$ cat src/rtl/alu_pkg.sv
// alu_pkg: ALU operation encoding shared by the ALU decoder and the execute stage.
//   alu_ctrl_t      3-bit operation code
//   ALU_*           legal operation codes (100, 110, 111 are unsupported)
//   alu_ctrl_legal  returns 1 when a code names a supported operation
package alu_pkg;

  typedef logic [2:0] alu_ctrl_t;

  localparam alu_ctrl_t ALU_ADD = 3'b000;
  localparam alu_ctrl_t ALU_SUB = 3'b001;
  localparam alu_ctrl_t ALU_AND = 3'b010;
  localparam alu_ctrl_t ALU_OR  = 3'b011;
  localparam alu_ctrl_t ALU_SLT = 3'b101;

  function automatic logic alu_ctrl_legal(alu_ctrl_t ctrl);
    return (ctrl == ALU_ADD) || (ctrl == ALU_SUB) || (ctrl == ALU_AND) ||
           (ctrl == ALU_OR)  || (ctrl == ALU_SLT);
  endfunction

endpackage

$ cat src/rtl/alu_core.sv
// alu_core: purely combinational ALU datapath.
//   ctrl_i      operation code (alu_ctrl_t)
//   a_i, b_i    operands
//   result_o    operation result (0 for unsupported codes)
//   zero_o      result_o == 0
//   overflow_o  signed overflow, ADD/SUB only
//   illegal_o   ctrl_i is not a supported operation
module alu_core
  import alu_pkg::*;
#(
  parameter int unsigned WIDTH = 32
) (
  input  alu_ctrl_t        ctrl_i,
  input  logic [WIDTH-1:0] a_i,
  input  logic [WIDTH-1:0] b_i,
  output logic [WIDTH-1:0] result_o,
  output logic             zero_o,
  output logic             overflow_o,
  output logic             illegal_o
);

  logic [WIDTH-1:0] sum;
  logic [WIDTH-1:0] diff;
  logic             lt_signed;
  logic             a_msb;
  logic             b_msb;

  assign sum       = a_i + b_i;
  assign diff      = a_i - b_i;
  assign a_msb     = a_i[WIDTH-1];
  assign b_msb     = b_i[WIDTH-1];
  // True signed compare, so SLT stays correct when a-b overflows.
  assign lt_signed = $signed(a_i) < $signed(b_i);

  always_comb begin
    result_o   = '0;
    overflow_o = 1'b0;
    illegal_o  = !alu_ctrl_legal(ctrl_i);
    case (ctrl_i)
      ALU_ADD: begin
        result_o   = sum;
        overflow_o = (a_msb == b_msb) && (sum[WIDTH-1] != a_msb);
      end
      ALU_SUB: begin
        result_o   = diff;
        overflow_o = (a_msb != b_msb) && (diff[WIDTH-1] != a_msb);
      end
      ALU_AND: result_o = a_i & b_i;
      ALU_OR:  result_o = a_i | b_i;
      ALU_SLT: result_o = {{(WIDTH-1){1'b0}}, lt_signed};
      default: result_o = '0;
    endcase
  end

  assign zero_o = (result_o == '0);

endmodule

$ cat src/rtl/alu_exec_stage.sv
// alu_exec_stage: two-stage registered ALU with valid/ready on both sides.
//   clk, reset            rising-edge clock, asynchronous active-high reset
//   in_valid / in_ready   operand beat handshake (alu_control, src_a, src_b)
//   out_valid / out_ready result beat handshake (result, zero, overflow, illegal)
// S1 holds the accepted operands, S2 holds the computed result. Beats leave in
// acceptance order; S2 is held stable while stalled.
module alu_exec_stage
  import alu_pkg::*;
#(
  parameter int unsigned WIDTH = 32
) (
  input  logic             clk,
  input  logic             reset,
  input  logic             in_valid,
  output logic             in_ready,
  input  logic [2:0]       alu_control,
  input  logic [WIDTH-1:0] src_a,
  input  logic [WIDTH-1:0] src_b,
  output logic             out_valid,
  input  logic             out_ready,
  output logic [WIDTH-1:0] result,
  output logic             zero,
  output logic             overflow,
  output logic             illegal
);

  logic             s1_valid_q;
  alu_ctrl_t        s1_ctrl_q;
  logic [WIDTH-1:0] s1_a_q;
  logic [WIDTH-1:0] s1_b_q;

  logic             s2_valid_q;
  logic [WIDTH-1:0] s2_result_q;
  logic             s2_zero_q;
  logic             s2_overflow_q;
  logic             s2_illegal_q;

  logic             s1_load;
  logic             s2_load;

  logic [WIDTH-1:0] core_result;
  logic             core_zero;
  logic             core_overflow;
  logic             core_illegal;

  // S2 frees up either when empty or when its beat leaves this cycle.
  assign s2_load  = s1_valid_q && (!s2_valid_q || out_ready);
  assign in_ready = !s1_valid_q || s2_load;
  assign s1_load  = in_valid && in_ready;

  alu_core #(
    .WIDTH(WIDTH)
  ) u_alu_core (
    .ctrl_i     (s1_ctrl_q),
    .a_i        (s1_a_q),
    .b_i        (s1_b_q),
    .result_o   (core_result),
    .zero_o     (core_zero),
    .overflow_o (core_overflow),
    .illegal_o  (core_illegal)
  );

  always_ff @(posedge clk or posedge reset) begin
    if (reset) begin
      s1_valid_q <= 1'b0;
      s1_ctrl_q  <= ALU_ADD;
      s1_a_q     <= '0;
      s1_b_q     <= '0;
    end else begin
      if (s1_load) begin
        s1_valid_q <= 1'b1;
        s1_ctrl_q  <= alu_control;
        s1_a_q     <= src_a;
        s1_b_q     <= src_b;
      end else if (s2_load) begin
        s1_valid_q <= 1'b0;
      end
    end
  end

  always_ff @(posedge clk or posedge reset) begin
    if (reset) begin
      s2_valid_q    <= 1'b0;
      s2_result_q   <= '0;
      s2_zero_q     <= 1'b0;
      s2_overflow_q <= 1'b0;
      s2_illegal_q  <= 1'b0;
    end else begin
      if (s2_load) begin
        s2_valid_q    <= 1'b1;
        s2_result_q   <= core_result;
        s2_zero_q     <= core_zero;
        s2_overflow_q <= core_overflow;
        s2_illegal_q  <= core_illegal;
      end else if (out_ready) begin
        s2_valid_q <= 1'b0;
      end
    end
  end

  assign out_valid = s2_valid_q;
  assign result    = s2_result_q;
  assign zero      = s2_zero_q;
  assign overflow  = s2_overflow_q;
  assign illegal   = s2_illegal_q;

endmodule

$ cat config.mk
export PLATFORM = sky130hd
export DESIGN_NAME = alu_exec_stage
export DESIGN_NICKNAME = d
export VERILOG_FILES = /design/src/rtl/alu_pkg.sv /design/src/rtl/alu_core.sv /design/src/rtl/alu_exec_stage.sv
export SDC_FILE = /design/constraint.sdc
export NUM_CORES = 1
export LEC_CHECK = 0
export CORE_MARGIN = 4
export CORE_UTILIZATION = 60
export DETAILED_ROUTE_END_ITERATION = 10
export PLACE_DENSITY = 0.82
export SYNTH_ARGS = -nofsm -noshare
export SYNTH_HDL_FRONTEND = slang
export SYNTH_SLANG_ARGS = --single-unit
export TNS_END_PERCENT = 50
$ cat constraint.sdc
create_clock -name clk -period 9.12 [get_ports clk]
set_input_delay 1.368 -clock clk [delete_from_list [all_inputs] [get_ports clk]]
set_output_delay 1.368 -clock clk [all_outputs]
set_load 0.01 [all_outputs]
==> results <==
- The area of all sequential standard cells is 2600 µm².
- The Yosys step of the flow raised 0 warnings.
- The worst endpoint data arrival time is 4.80 ns.
- The post-cts hold buffer count is 0.
- Wires add up to 26.4 mm.
- The internal power is 1.25 mW.
- Of the post-synthesis cell area, the dominant cell type holds 0.281.
- The number of vias per cell is 6.47.
- Traced cell by cell, the critical path runs through inv_1 -> or4_1 -> a211oi_1 -> a211oi_1 -> xor2_1 -> a21oi_1 -> o2111ai_1 -> nor4_2 -> o2111ai_1 -> or4_1 -> o41ai_2.
- The worst supply voltage drop on vdd is 129 µV.
- In this run the clock root is driven by a sky130_fd_sc_hd__clkbuf_16.
- In the final routed layout, each cell accounts on average for 19.9 µm.
- At the worst endpoint, the required time is 9.39 ns.
- The finished cells cover 10600 µm².
- The category of the worst setup path launch point is a flip-flop.
- The overall die area is 17500 µm².
- The total placed cells including tap cells is 1310.
- The post-synth net total is 1255.
- The worst setup path is captured at a flip-flop.
- The number of cells on the worst hold path is 2.
- The count of placed standard cells in the final layout, fillers left out is 1326.
- The maximum buffer depth of the clock tree is 2.
- After clock tree synthesis, the clock-pin slew on the worst setup and hold paths is 0.08 ns.
- Together, buffers and inverters on the worst path number 1.
- The first routing iteration left 873 violations.
- The synthesized area per cell is 8.60 µm².
- The layout filler cell count is 1249.
- Ranked by instance count, the synthesized netlist is headed by 107 x sky130_fd_sc_hd__ha_1, 104 x sky130_fd_sc_hd__dfrtp_1, 103 x sky130_fd_sc_hd__nand2_1.
- The cell count after synthesis came out at 1075.
- In this run the number of cells on the critical path is 11.
- The number of levels in the clock H-tree is 3.
- The share of total power consumed by net switching is 0.443.
- Summed over all nets, the switching power comes to 0.995 mW.
- The placeable core region is 15100 µm².
- The setup total negative slack is 0 ns.
- The detailed router placed 8575 vias in this run.
- The total power divided by cell area is 212 nW/µm².
- The power share of the sequential group is 0.293.
- The critical path starts at s1_ctrl_q[0].
- The number of violations of the max-capacitance limit is 0.
- The flow ran to the end, and the final reports show no timing, DRC or antenna violations.
- In the routed design, unresolved DRC markers number 0.
- Summing all multi-input logic gate instances after layout gives 5990 µm².
- The floorplan step set the die height to 132 µm.
- In this run, CTS created clock tree buffers numbering 9.
- The share of cells above drive strength 1 is 0.104.
- The total placed instance area is 10300 µm².
- The first global-routing pass estimated 42.6 mm of wire.
- The mapped netlist covers 9250 µm².
- The leakage power summed over all cells is 4.74 nW.
- Gates resized during post-CTS repair numbered 0.
- Static timing analysis puts the maximum clock frequency at 221 MHz.
- The kind of cell adding the most delay to the critical path is compound AO/OA/AOI/OAI gates.
- The layout overhead on the synthesized area is 14.4%.
- The number of nets in the finished design is 1313.
- Measured in cells, the most critical reg-to-reg path has a length of 11.
- The fraction of the yosys area taken by sequential cells is 0.281.
- The number of global-route vias before repair was 7960.
- The clock sink count is 104.
- The total overflow reported by the global router is 0.
- The pin count of the biggest net entering global routing is 66.
- The startpoint of the lowest-slack register-to-register path is s1_ctrl_q[0].
- The maximum fanout along the worst path is 51.
- The classification of the worst-slack hold path is flip-flop to flip-flop.
- The cell row count is 45.
- The initial cell density of the core is 0.610.
- The congestion estimate from routability-driven global placement came to 0.995.
- The width of the chip is 132 µm.
- In this design, the stage delay of the slowest critical-path cell is 0.95 ns.
- The clock share of power is 0.168.
- The most common cell in the synthesized netlist is sky130_fd_sc_hd__ha_1.
- TritonCTS built the clock tree.
- Sorting the synthesized cells by area gives the leading types as sky130_fd_sc_hd__dfrtp_1 28%, sky130_fd_sc_hd__ha_1 14%, sky130_fd_sc_hd__mux2_2 8.8%.
- The initial antenna violation count is 0.
- Subtracting the final worst setup slack from the clock period gives 4.53 ns.
- The part of the cycle the worst path needs is 0.497.
- The slew at the pin closest to its max-slew limit is 1.08 ns.
- On the final layout, the worst hold slack is 0.482 ns.
- The most used flip-flop cell after synthesis is sky130_fd_sc_hd__dfrtp_1.
- The number of flops mapped to enable cells by yosys is 0.
- Setup violations remaining at the end of the flow were counted as 0.
- The overall power is 2.24 mW.
- Across the routed clock network, the largest skew measured is 0.0141 ns.
- For the worst-skew pair, the clock arrives at the later sink with an insertion delay of 0.37 ns.
- Of the total power, combinational logic draws 0.540.
- The count of TritonRoute iterations in the first routing pass is 6.
- The wire-length estimate of the detail-placed layout is 19.8 mm.
- sky130_fd_sc_hd__dfrtp_1 takes more of the synthesized area than any other cell.
- Counting flops with an async set or reset pin after synthesis yields a share of 1.00.
- The number of synthesized register bits is 104.
- 0 antenna diodes ended up in the layout.
- Counting distinct cell types in the post-synthesis netlist gives 78.
- The number of buffers added for setup after CTS is 0.
- Setup repair after global routing left no endpoint under its margin.
- The critical path is of the flip-flop to flip-flop type.
- The number of I/O port buffers is 107.
- The standard cell with the maximum stage delay on the critical path is sky130_fd_sc_hd__dfrtp_2.
- Across every metal layer, demand over resource in global routing totals 0.300.
- The startpoint of the most critical hold path is result[13].
- The final hold violation count came to 0.
- During I/O placement, the number of pins put on the boundary was 108.
- The max-slew violation count came to 0.
- The count of nets left with antenna violations once routing finished came out at 0.
- The worst pin sits at a relative slew slack of 0.279.
==> cell type report <==
class / instances / area share
sequential: 104 / 0.246
tap: 188 / 0.0222
timing repair buffer: 112 / 0.105
inverter: 98 / 0.0350
clock buffer: 11 / 0.0220
multi-input combinational: 808 / 0.566
clock inverter: 5 / 0.00378
==> cell usage in the layout, fill, tap and decap left out, types with 13 or more instances in the layout <==
cell | synthesis | final
sky130_fd_sc_hd__nor4_1 | 14 | 14
sky130_fd_sc_hd__o211ai_1 | 14 | 14
sky130_fd_sc_hd__a211oi_1 | 18 | 18
sky130_fd_sc_hd__xnor2_1 | 15 | 15
sky130_fd_sc_hd__inv_1 | 98 | 97
sky130_fd_sc_hd__o21ai_0 | 53 | 53
sky130_fd_sc_hd__clkdlybuf4s50_1 | 0 | 107
sky130_fd_sc_hd__nor3_1 | 22 | 22
sky130_fd_sc_hd__nand3_1 | 19 | 19
sky130_fd_sc_hd__mux2_2 | 72 | 72
sky130_fd_sc_hd__nor2_1 | 71 | 70
sky130_fd_sc_hd__dfrtp_1 | 104 | 103
sky130_fd_sc_hd__ha_1 | 107 | 107
sky130_fd_sc_hd__nand2_1 | 103 | 102
sky130_fd_sc_hd__a21o_1 | 13 | 13
sky130_fd_sc_hd__a21oi_1 | 76 | 76
==> power by group through the flow <==
stage / Sequential, mW / Combinational [mW] / Clock, mW
6_report: 0.656 / 1.21 / 0.377
5_1_grt: 0.670 / 1.31 / 0.396
4_1_cts: 0.656 / 1.18 / 0.379
3_5_place_dp: 0.664 / 1.18 / 0
3_3_place_gp: 0.657 / 1.17 / 0
2_1_floorplan: 0.648 / 0.803 / 0
==> metrics by stage <==
stage | setup slack, ns | util
floorplan | 5.02 | -
global placement | 4.74 | 0.681
detailed placement | 4.69 | 0.681
CTS | 4.75 | 0.699
global route | 4.36 | 0.699
finish | 4.59 | 0.699
==> cell families (layout without fill, tap and decap cells) <==
kind of cell,after synthesis,in the layout,synth area share
AO/OA/AOI/OAI,295,295,0.222
XOR/XNOR,19,19,0.0188
adder cells (fa/ha/maj),109,109,0.149
buffers and inverters,163,226,0.0713
flip-flops,104,104,0.281
multiplexers,82,82,0.0999
AND/OR/NAND/NOR,303,303,0.158
==> routing by layer <==
layer  track usage  share of wire
met5             0              0
met4        0.0799          0.021
met3        0.0767          0.096
met2         0.472           0.45
met1         0.412           0.43
==> worst paths after layout <==
path	to	slack, ns
worst max-delay path	zero	4.59
worst min-delay path	result[13]	0.48
worst max register to register	zero	4.59
worst min register to register	result[13]	0.48
max in group asynchronous	s1_ctrl_q[0]	6.46
min in group asynchronous	s1_b_q[12]	1.39
==> worst min-delay path, cell delays in order (launching register included) <==
cell and delay (ns):
sky130_fd_sc_hd__dfrtp_1 0.35, sky130_fd_sc_hd__nand2_1 0.05, sky130_fd_sc_hd__nand2_1 0.05
==> state kept, by name, indices dropped and copies added (netlist names) <==
register,cells
illegal,1
out_valid,1
overflow,1
result,32
s1_a_q,32
s1_b_q,32
s1_ctrl_q,3
s1_valid_q,1
zero,1
Note: power is estimated with default switching activity, not from simulation.
